`src/rtl/hw_sequencer.sv`:
```
// Microprogram-free beat sequencer for a teaching-computer datapath.
// Generates one-hot W1/W2/W3 beats and decodes console modes and exec
// opcodes into datapath strobes. All state moves on the falling edge of t3.
module hw_sequencer #(
  parameter int  NREG     = 4,
  parameter bit  MEM_WAIT = 1'b0,
  localparam int RW       = $clog2(NREG)
) (
  input  logic          t3,
  input  logic          clr,
  input  logic [2:0]    sw,
  input  logic          run,
  input  logic          step,
  input  logic [3:0]    ir,
  input  logic          c,
  input  logic          z,
  output logic          w1,
  output logic          w2,
  output logic          w3,
  output logic          st0,
  output logic          halted,
  output logic [RW-1:0] sel_a,
  output logic [RW-1:0] sel_b,
  output logic          drw,
  output logic          pcinc,
  output logic          lpc,
  output logic          lar,
  output logic          pcadd,
  output logic          arinc,
  output logic          selctl,
  output logic          memw,
  output logic          lir,
  output logic          ldz,
  output logic          ldc,
  output logic          cin,
  output logic          m,
  output logic          abus,
  output logic          sbus,
  output logic          mbus,
  output logic [3:0]    s
);

  typedef enum logic [1:0] {
    BEAT_IDLE = 2'd0,
    BEAT_W1   = 2'd1,
    BEAT_W2   = 2'd2,
    BEAT_W3   = 2'd3
  } beat_e;

  localparam logic [2:0] MODE_EXEC = 3'b000;
  localparam logic [2:0] MODE_WMEM = 3'b001;
  localparam logic [2:0] MODE_RMEM = 3'b010;
  localparam logic [2:0] MODE_RREG = 3'b011;
  localparam logic [2:0] MODE_WREG = 3'b100;

  localparam logic [3:0] OP_ADD = 4'b0001;
  localparam logic [3:0] OP_SUB = 4'b0010;
  localparam logic [3:0] OP_AND = 4'b0011;
  localparam logic [3:0] OP_INC = 4'b0100;
  localparam logic [3:0] OP_LD  = 4'b0101;
  localparam logic [3:0] OP_ST  = 4'b0110;
  localparam logic [3:0] OP_JC  = 4'b0111;
  localparam logic [3:0] OP_JZ  = 4'b1000;
  localparam logic [3:0] OP_JMP = 4'b1001;
  localparam logic [3:0] OP_XOR = 4'b1010;
  localparam logic [3:0] OP_DEC = 4'b1011;
  localparam logic [3:0] OP_STP = 4'b1110;

  beat_e         beat_q, beat_d;
  logic          st0_q;
  logic [RW-1:0] ridx_q;
  logic [2:0]    mode_q;
  logic          br_q;

  logic          stop, last, set_st0, fetch, alu;
  logic          flag_now, taken;
  logic [RW-1:0] ridx_adv;

  assign w1     = (beat_q == BEAT_W1);
  assign w2     = (beat_q == BEAT_W2);
  assign w3     = (beat_q == BEAT_W3);
  assign halted = (beat_q == BEAT_IDLE);
  assign st0    = st0_q;

  // Beat register; clr drops it to IDLE immediately, even mid-step.
  // NOTE: sequential state uses non-blocking assignments so every register
  // samples pre-edge values and simulation matches the synthesized flops.
  always_ff @(negedge t3 or negedge clr) begin
    if (!clr) beat_q <= BEAT_IDLE;
    else      beat_q <= beat_d;
  end

  // Strobe decode and next-beat selection.
  // NOTE: every signal gets a default before any branch so no path leaves
  // one unassigned, which would otherwise infer a latch.
  always_comb begin
    {drw, pcinc, lpc, lar, pcadd, arinc, selctl, memw} = 8'b0;
    {lir, ldz, ldc, cin, m, abus, sbus, mbus}          = 8'b0;
    s        = 4'b0000;
    sel_a    = '0;
    sel_b    = '0;
    stop     = 1'b0;
    last     = 1'b1;
    set_st0  = 1'b0;
    fetch    = 1'b0;
    alu      = 1'b0;
    ridx_adv = '0;
    flag_now = (ir == OP_JZ) ? z : c;
    taken    = (beat_q == BEAT_W1) ? flag_now : br_q;
    beat_d   = beat_q;

    if (beat_q != BEAT_IDLE) begin
      case (mode_q)
        MODE_WREG: begin
          sbus = 1'b1; selctl = 1'b1; drw = 1'b1; stop = 1'b1;
          sel_a    = ridx_q;
          ridx_adv = RW'(1);
        end
        MODE_RREG: begin
          selctl = 1'b1; stop = 1'b1;
          sel_a    = ridx_q;
          sel_b    = ridx_q + RW'(1);
          ridx_adv = RW'(2);
        end
        MODE_RMEM, MODE_WMEM: begin
          selctl = 1'b1; stop = 1'b1;
          if (!st0_q) begin
            sbus = 1'b1; lar = 1'b1; set_st0 = 1'b1;
          end else begin
            arinc = 1'b1;
            if (mode_q == MODE_RMEM) mbus = 1'b1;
            else begin sbus = 1'b1; memw = 1'b1; end
          end
        end
        MODE_EXEC: begin
          if (!st0_q) begin
            sbus = 1'b1; lpc = 1'b1; stop = 1'b1; set_st0 = 1'b1;
          end else begin
            case (ir)
              OP_ADD: begin alu = 1'b1; s = 4'b1001; cin = 1'b1; ldc = 1'b1; end
              OP_SUB: begin alu = 1'b1; s = 4'b0110; ldc = 1'b1; end
              OP_AND: begin alu = 1'b1; s = 4'b1011; m = 1'b1; end
              OP_INC: begin alu = 1'b1; s = 4'b0000; ldc = 1'b1; end
              OP_XOR: begin alu = 1'b1; s = 4'b0110; m = 1'b1; end
              OP_DEC: begin alu = 1'b1; s = 4'b1111; cin = 1'b1; ldc = 1'b1; end
              OP_LD: begin
                case (beat_q)
                  BEAT_W1: begin s = 4'b1010; m = 1'b1; abus = 1'b1; lar = 1'b1; last = 1'b0; end
                  BEAT_W2: begin mbus = 1'b1; drw = 1'b1; fetch = ~MEM_WAIT; last = ~MEM_WAIT; end
                  default: fetch = 1'b1;
                endcase
              end
              OP_ST: begin
                case (beat_q)
                  BEAT_W1: begin s = 4'b1111; m = 1'b1; abus = 1'b1; lar = 1'b1; last = 1'b0; end
                  BEAT_W2: begin
                    s = 4'b1010; m = 1'b1; abus = 1'b1; memw = 1'b1;
                    fetch = ~MEM_WAIT; last = ~MEM_WAIT;
                  end
                  default: fetch = 1'b1;
                endcase
              end
              OP_JC, OP_JZ: begin
                if (beat_q == BEAT_W1 && taken) begin pcadd = 1'b1; last = 1'b0; end
                else fetch = 1'b1;
              end
              OP_JMP: begin
                if (beat_q == BEAT_W1) begin
                  s = 4'b1111; m = 1'b1; abus = 1'b1; lpc = 1'b1; last = 1'b0;
                end else fetch = 1'b1;
              end
              OP_STP:  stop  = 1'b1;
              default: fetch = 1'b1;
            endcase
          end
        end
        default: stop = 1'b1;
      endcase
    end

    if (alu) begin
      abus = 1'b1; drw = 1'b1; ldz = 1'b1; fetch = 1'b1;
    end
    lir   = fetch;
    pcinc = fetch;

    case (beat_q)
      BEAT_IDLE: if (run) beat_d = BEAT_W1;
      default: begin
        if (last)
          beat_d = (stop || (step && mode_q == MODE_EXEC && st0_q)) ? BEAT_IDLE : BEAT_W1;
        else
          beat_d = (beat_q == BEAT_W1) ? BEAT_W2 : BEAT_W3;
      end
    endcase
  end

  // Mode phase, register index, stored console mode and branch latch.
  // NOTE: all of these are control state, so each is cleared by clr; there is
  // no memory array here that could be left unreset.
  always_ff @(negedge t3 or negedge clr) begin
    if (!clr) begin
      st0_q  <= 1'b0;
      ridx_q <= '0;
      mode_q <= MODE_EXEC;
      br_q   <= 1'b0;
    end else if (beat_q == BEAT_IDLE) begin
      mode_q <= sw;
      if (sw != mode_q) begin
        st0_q  <= 1'b0;
        ridx_q <= '0;
      end
    end else if (beat_q == BEAT_W1) begin
      if (set_st0) st0_q <= 1'b1;
      ridx_q <= ridx_q + ridx_adv;
      br_q   <= flag_now;
    end
  end

endmodule

```
`config.mk`:
```
export PLATFORM = sky130hd
export DESIGN_NAME = hw_sequencer
export DESIGN_NICKNAME = d
export VERILOG_FILES = /design/src/rtl/hw_sequencer.sv
export SDC_FILE = /design/constraint.sdc
export NUM_CORES = 1
export LEC_CHECK = 0
export CAP_MARGIN = 20
export CORE_MARGIN = 5
export CORE_UTILIZATION = 45
export CTS_BUF_LIST = sky130_fd_sc_hd__clkbuf_16
export CTS_CLUSTER_DIAMETER = 50
export DETAILED_ROUTE_END_ITERATION = 7
export HOLD_SLACK_MARGIN = 0.02
export PLACE_DENSITY = 0.81
export SLEW_MARGIN = 40
export SYNTH_ARGS = -nofsm -noshare
export SYNTH_HDL_FRONTEND = slang
export SYNTH_SLANG_ARGS = --single-unit
```
`constraint.sdc`:
```
create_clock -name t3 -period 2.3 [get_ports t3]
set_clock_uncertainty 0.1 [all_clocks]
set_input_delay 0.23 -clock t3 [delete_from_list [all_inputs] [get_ports t3]]
set_output_delay 0.23 -clock t3 [all_outputs]
set_load 0.005 [all_outputs]
```
==> results of run 1 <==
[synthesized netlist by cell type, drive strengths merged, types with 5 or more instances]
cell and n:
buf 5, nand2 13, nand3 8, dfrtn 8
o21ai 10, inv 10, nor2b 5, xor2 6
a21oi 13, nor3 5, nor2 13, ha 5
clkbuf 12, a31oi 6, nand2b 7
[what timing repair did]
action	CTS
hold endpoints to repair	0
gates resized for setup	195
setup buffers	20
endpoints found under the setup margin	34
pin swaps	24
hold buffers	0
cloned	1
[through the flow]
step                      setup WS (ns)  instances   util  TNS [ns]  area [um^2]
after floorplan                  -0.766        166      -    -13.34         1310
after global placement            -1.20        265  0.792    -29.26         1960
after detailed placement          -1.30        265  0.792    -29.95         1960
after CTS                         -1.18        287  0.923    -24.42         2290
[kinds of logic after synthesis]
kind of cell | Yosys count
AOI/OAI and AO/OA | 41
DFF | 8
buffers and inverters | 27
and+or+nand+nor | 69
xor gates and xnor gates | 10
muxes | 5
adders and majority gates | 6
==> results.yml, run 1 <==
status:
  outcome: "aborted with a tool error"
  haltStage: "global routing (5_1_grt)"
  error: "[ERROR DPL-0038] Utilization greater than 100%, impossible to legalize"
synth:
  yosysSeqAreaShare: 0.172
  synth_simple_gate_area_frac: 0.324
  synth_fa_ha_area_frac: 0.0624
  synth_area_leaders: "dfrtn_1 17%, a21oi_1 5.6%, ha_1 5.4%, xor2_1 4.5%, o21ai_0 4.3%"
  netlist_area_um2: 1160
  synth_compound_area_frac: 0.220
  syn_nets: 184
  muxShareOfSynthArea: 0.0463
  synthArstFlopShare: 1.00
  yosysTopAreaCell: "dfrtn_1"
  syn_inst: 166
  synth-seq-cells: 8
  synth_edf_count: 0
  synth_warnings: 0
  synth_top_area_frac: 0.172
  postSynthAreaPerCell_um2: 7.00
  synth_xor_area_frac: 0.0753
  synth_top_family_by_area: "simple AND/OR/NAND/NOR gates"
  ys.flop_type: "dfrtn_1"
  synth.distinct_cells: 41
clock_tree:
  clock_sinks: 8
  numCtsBuffers: 3
  clockBufferDepth: 2
  root_buffer: "clkbuf_16"
  cts_max_level: 1
placed_design:
  gp_congestion: 0.841
  io_buffers: 41
  hpwl_um: 3250
floorplanning:
  start_util: 0.469
  rows: 18
  die_w_um: 60.8
  io_pins: 42
  dieHeight_um: 60.8
grt:
  grt_start_max_net_pins: 17
timing:
  grt_repair_worst_endpoint: "drw"
  worst-ep-kind: "top-level output"
==> inputs of run 2 (changes only) <==
==> config.mk (replaced) <==
export PLATFORM = sky130hd
export DESIGN_NAME = hw_sequencer
export DESIGN_NICKNAME = d
export VERILOG_FILES = /design/src/rtl/hw_sequencer.sv
export SDC_FILE = /design/constraint.sdc
export NUM_CORES = 1
export LEC_CHECK = 0
export CAP_MARGIN = 20
export CORE_AREA = 5 5 66 68
export DETAILED_ROUTE_END_ITERATION = 7
export DIE_AREA = 0 0 71 73
export PLACE_DENSITY_LB_ADDON = 0.15
export SLEW_MARGIN = 40
export SYNTH_ARGS = -nofsm -noshare
export SYNTH_HDL_FRONTEND = slang
export SYNTH_SLANG_ARGS = --single-unit
==> run 2 against run 1 <==
  * The flow now finishes, with violations (negative setup slack)
  * Synthesized cell count unchanged
  * Area after synthesis did not move
==> results.yml, run 2 <==
status:
  outcome: "finished with violations"
  violations: "negative setup slack"
clock_tree:
  cts_hold_buf: 0
  tritoncts: "done"
  numCtsBuffers: 3
  clk_pin_slew_ns: 0.03
  clockBufferDepth: 2
  cts_max_level: 1
  insertion_delay_ns: 0.25
  root_buffer: "clkbuf_8"
  clock_sinks: 8
synth:
  postSynthAreaPerCell_um2: 7.00
  synthArstFlopShare: 1.00
  synth_common_cells: "13 x a21oi_1, 13 x nand2_1, 13 x nor2_1"
  yosysSeqAreaShare: 0.172
  syn_inst: 166
  yosysTopAreaCell: "dfrtn_1"
  synth_simple_gate_area_frac: 0.324
  synth-seq-cells: 8
  syn_nets: 184
  netlist_area_um2: 1160
  synth_top_area_frac: 0.172
  synth_top_family_by_area: "simple AND/OR/NAND/NOR gates"
  synth_area_leaders: "dfrtn_1 17%, a21oi_1 5.6%, ha_1 5.4%, xor2_1 4.5%, o21ai_0 4.3%"
  synth_compound_area_frac: 0.220
  ys.flop_type: "dfrtn_1"
  synth_fa_ha_area_frac: 0.0624
  synth_edf_count: 0
  muxShareOfSynthArea: 0.0463
  synth_xor_area_frac: 0.0753
  synth.distinct_cells: 41
  synth_warnings: 0
floorplanning:
  start_util: 0.306
  core_um2: 3800
  die_w_um: 71
  rows: 23
  die-area_um2: 5180
  io_pins: 42
  dieHeight_um: 73
cells_and_area:
  syn_to_final_growth_pct: 123
  largest_reg_flops: 3
  final_net_count: 291
  layout-drive-gt1-share: 0.624
  layout_common_cells: "43 x buf_6, 43 x buf_4, 19 x buf_2, 10 x nand2_1, 8 x dfrtn_1"
  antenna_cells: 0
  reg_top3: "mode_q x3, beat_q x2, ridx_q x2"
  largest_register: "mode_q"
timing:
  setup_tns_ns: -24.04
  setup_slack_ns: -1.18
  maxSlewViolCount: 0
  finalHoldViolations: 0
  slew_headroom: 0.753
  rsz0062_at_grt: "yes"
  setup_violations: 32
  worst_hold_slack_ns: 0.433
  worst-slew-pin-transition_ns: 0.370
setup_path:
  worstSetupPathType: "reg2out"
  cp_max_fo: 3
  arrival_ns: 3.15
  required_ns: 1.97
  critPathLaunchType: "register"
  end_kind: "output pin"
detailed_routing:
  post_drt_via_cell_ratio: 5.19
  wl_per_cell_um: 16.1
  drt_pass1_iterations: 4
  detail-route-antenna-nets: 0
  drc_errors: 0
  drt-total-wl_um: 5180
  drt-initial-drc-count: 72
  vias: 1667
placed_design:
  io_buffers: 41
  pre_cts_ws_ns: -1.27
  gp_congestion: 0.819
  hpwl_um: 3310
power:
  ir_worst_vdd_v: 0.000478
  leakage_nw: 1.17
  p_per_area_nw_per_um2: 939
run:
  maxCapViolations: 0
grt:
  grt_use_total: 0.197
  grt_pass1_wl_um: 8170
  grt_pass1_vias: 1768
  grt_start_max_net_pins: 13
  grt_overflow: 0
  antenna_found_initial: 0
min_path:
  worstHoldPathType: "reg2reg"
## run 2: cell counts after synthesis
Identical to the previous run, type by type.
## run 2: worst max-delay path, cell delays in order (launching register included)
cell and delay (ns):
dfrtn_1 0.34, or4b_4 0.57, buf_6 0.14, nor3b_4 0.19, a31oi_1 0.12, o41ai_2 0.22
buf_2 0.16
## run 2: worst paths after layout
kind / startpoint / end / slack [ns] / cells past startpoint
setup / recovery: mode_q[2]$_DFFE_NN0P_ / drw / -1.18 / 6
hold / removal: ridx_q[0]$_DFFE_NN0P_ / ridx_q[0]$_DFFE_NN0P_ / 0.43 / 2
setup reg to reg: beat_q[0]$_DFFE_NN0P_ / ridx_q[1]$_DFFE_NN0P_ / -0.09 / 11
hold reg to reg: ridx_q[0]$_DFFE_NN0P_ / ridx_q[0]$_DFFE_NN0P_ / 0.43 / 2
max in group asynchronous: clr / mode_q[0]$_DFFE_NN0P_ / 0.60 / 1
min in group asynchronous: clr / beat_q[1]$_DFFE_NN0P_ / 1.20 / 1
## run 2: repair_timing
item | in CTS | in global routing
setup endpoints to repair | 34 | 33
hold endpoints to repair | 0 | 0
pin swaps | 21 | 20
resized for setup | 209 | 37
setup buffers | 32 | 10
## run 2: area by class of cell
cell class | count | area [um^2]
Clock buffer | 3 | 41.3
Multi-Input combinational cell | 131 | 1190
Fill cell | 318 | 1200
Sequential cell | 8 | 200
Timing Repair Buffer | 119 | 1070
Tap cell | 50 | 62.6
Inverter | 10 | 37.5
## run 2: per-stage QoR
| step | power (mW) | cells | instance area (um^2) | utilization |
|---|---|---|---|---|
| 6_report | 2.44 | 321 | 2600 | 0.684 |
| 5_1_grt | 2.59 | 321 | 2600 | 0.684 |
| 4_1_cts | 2.18 | 320 | 2450 | 0.644 |
| 2_1_floorplan | 0.986 | 166 | 1310 | - |
| 3_3_place_gp | 1.50 | 287 | 2000 | 0.527 |
| 3_5_place_dp | 1.53 | 287 | 2000 | 0.527 |
## run 2: logic make-up after synthesis
kind of cell / Yosys count
multiplexers: 5
flip-flops: 8
XOR/XNOR: 10
AND/OR/NAND/NOR: 69
buffers and inverters: 27
AO/OA/AOI/OAI: 41
adder cells (fa/ha/maj): 6
## run 2: metal layers
layer | global-route usage | part of all wire | up-vias
met2 | 0.383 | 0.55 | 61
met3 | 0.0372 | 0.039 | 21
li1 | - | - | 788
met4 | 0.0793 | 0.030 | 0
met5 | 0 | 0 | -
met1 | 0.207 | 0.38 | 797
## run 2: where the power goes
| part | switching (mW) | internal [mW] |
|---|---|---|
| Clock | 0.0604 | 0.114 |
| Combinational | 0.919 | 1.11 |
| Sequential | 0.0359 | 0.195 |
(Power assumes the default switching activity.)
==> inputs of run 3 (changes only) <==
==> constraint.sdc (replaced) <==
create_clock -name t3 -period 3.2 [get_ports t3]
set_clock_uncertainty 0.1 [all_clocks]
set_input_delay 0.32 -clock t3 [delete_from_list [all_inputs] [get_ports t3]]
set_output_delay 0.32 -clock t3 [all_outputs]
set_load 0.005 [all_outputs]
==> run 3 against run 2 <==
  * Critical endpoint unchanged
  * First-iteration DRC count increased by 47%
  * Via count about the same
  * Routed wire length increased by 2.0%
  * Register-to-register slack improved by 0.65 ns
  * The flow still finishes with violations (negative setup slack)
  * Worst setup slack improved by 0.36 ns
  * Global-route usage decreased by 1.2 points
  * Clock-buffer cell count unchanged
  * Hold slack improved by 0.013 ns
  * Cell count increased by 0.31%
  * Combinational power decreased by 33%
  * Sequential power decreased by 28%
  * Core utilization decreased by 3.4 points
==> results.yml, run 3 (synthesized netlist as in run 2, its figures left out) <==
placed_design:
  hpwl_um: 3160
  io_buffers: 41
  gp_congestion: 0.813
  place_inst: 276
  placed_cell_area_um2: 1870
cells_and_area:
  largest_reg_flops: 3
  seq_area_um2: 200
  layout-drive-gt1-share: 0.596
  multi_input_area_um2: 1110
  final_net_count: 292
  reg_top3: "mode_q x3, beat_q x2, ridx_q x2"
  layout_common_cells: "48 x buf_4, 39 x buf_6, 22 x buf_2, 9 x nand2_1"
  layout_commonest_cell: "buf_4"
  final_area_um2: 2470
  layoutNonFillerInstCount: 322
  postLayoutCoreUtil: 0.650
  fillers: 308
  largest_register: "mode_q"
  antenna_cells: 0
  syn_to_final_growth_pct: 112
floorplanning:
  die_w_um: 71
  dieHeight_um: 73
  start_util: 0.306
  core_um2: 3800
  die-area_um2: 5180
  rows: 23
  io_pins: 42
power:
  power_frac_seq: 0.101
  power_frac_comb: 0.825
  swShare: 0.414
  leakage_nw: 1.15
  ir_worst_vdd_v: 0.000313
  internal_power_uw: 966
  p_clk_frac: 0.074
  p_sw_uw: 683
  p_per_area_nw_per_um2: 668
timing:
  slew_headroom: 0.744
  rsz0062_at_grt: "yes"
  setup_violations: 28
  setup_tns_ns: -14.99
  setup_slack_ns: -0.816
  worst_hold_slack_ns: 0.446
  finalHoldViolations: 0
  maxSlewViolCount: 0
  worst-slew-pin-transition_ns: 0.382
grt:
  grt_start_max_net_pins: 18
  grt_use_total: 0.185
  grt_pass1_vias: 1680
  met3_usage: 0.0220
  use_met1: 0.219
  use_met2: 0.340
  grt_overflow: 0
  grt_pass1_wl_um: 7820
  antenna_found_initial: 0
  gr-max-usage-layer: "met2"
status:
  violations: "negative setup slack"
  outcome: "finished with violations"
detailed_routing:
  wl_per_cell_um: 16.4
  drt_pass1_iterations: 4
  vias: 1666
  drt-total-wl_um: 5280
  drc_errors: 0
  detail-route-antenna-nets: 0
  post_drt_via_cell_ratio: 5.17
  drt-initial-drc-count: 106
setup_path:
  arrival_ns: 3.60
  cp_max_fo: 3
  worstSetupPathType: "reg2out"
  critPathLaunchType: "register"
  end_kind: "output pin"
  required_ns: 2.78
run:
  maxCapViolations: 0
clock_tree:
  cts_hold_buf: 0
  root_buffer: "clkbuf_8"
  clockBufferDepth: 2
  cts_max_level: 1
  numCtsBuffers: 3
  clk_pin_slew_ns: 0.03
  tritoncts: "done"
  insertion_delay_ns: 0.25
  clock_sinks: 8
min_path:
  worstHoldPathType: "reg2reg"
[run 3: changes by cell type in the layout (fill, tap and decap cells not counted), moves of 3 or more]
cell / delta
buf_8: -4
buf_4: +5
dlygate4sd2_1: -4
o21ai_1: +3
buf_6: -4
buf_2: +3
o21ai_0: -3
[run 3: metrics by stage]
| step | setup slack (ns) | power [mW] |
|---|---|---|
| 6_report | -0.816 | 1.65 |
| 5_1_grt | -0.863 | 1.76 |
| 4_1_cts | -0.792 | 1.42 |
| 3_5_place_dp | -0.877 | 0.989 |
| 3_3_place_gp | -0.873 | 0.970 |
| 2_1_floorplan | -0.406 | 0.629 |
[run 3: routing by layer]
metal	vias up	part of all wire
met2	65	0.55
met4	0	0.028
met5	-	0
li1	791	-
met1	798	0.38
met3	12	0.041
[run 3: worst max-delay path: stages, from the launching register on]
cell	delay, ns
dfrtn_1	0.34
or4b_4	0.58
nor3b_4	0.22
buf_4	0.14
a31oi_1	0.10
o41ai_2	0.21
buf_2	0.16
[run 3: layout make-up]
cell class / instances / area share
Clock buffer: 3 / 0.0167
Inverter: 10 / 0.0162
Timing Repair Buffer: 120 / 0.411
Tap cell: 50 / 0.0253
Multi-Input combinational cell: 131 / 0.450
Sequential cell: 8 / 0.0811
[run 3: worst paths after layout]
kind / startpoint / endpoint / slack (ns) / depth (start not counted)
hold / removal: ridx_q[0]$_DFFE_NN0P_ / ridx_q[0]$_DFFE_NN0P_ / 0.45 / 2
setup / recovery: mode_q[2]$_DFFE_NN0P_ / drw / -0.82 / 6
max in group asynchronous: clr / mode_q[2]$_DFFE_NN0P_ / 0.95 / 1
hold reg to reg: ridx_q[0]$_DFFE_NN0P_ / ridx_q[0]$_DFFE_NN0P_ / 0.45 / 2
setup reg to reg: beat_q[0]$_DFFE_NN0P_ / ridx_q[1]$_DFFE_NN0P_ / 0.56 / 14
min in group asynchronous: clr / beat_q[1]$_DFFE_NN0P_ / 1.75 / 1
[run 3: power groups by stage]
stage | Sequential (mW) | Combinational, mW | Clock, mW
after floorplan | 0.170 | 0.458 | 0
after global placement | 0.162 | 0.808 | 0
after detailed placement | 0.164 | 0.824 | 0
after CTS | 0.163 | 1.14 | 0.121
after global routing | 0.171 | 1.46 | 0.131
final | 0.166 | 1.36 | 0.122
[run 3: repair_timing]
action / 4_1_cts / 5_1_grt
gates resized for setup: 195 / 41
pin swaps: 13 / 27
buffers inserted: 34 / 21
endpoints found under the setup margin: 31 / 29
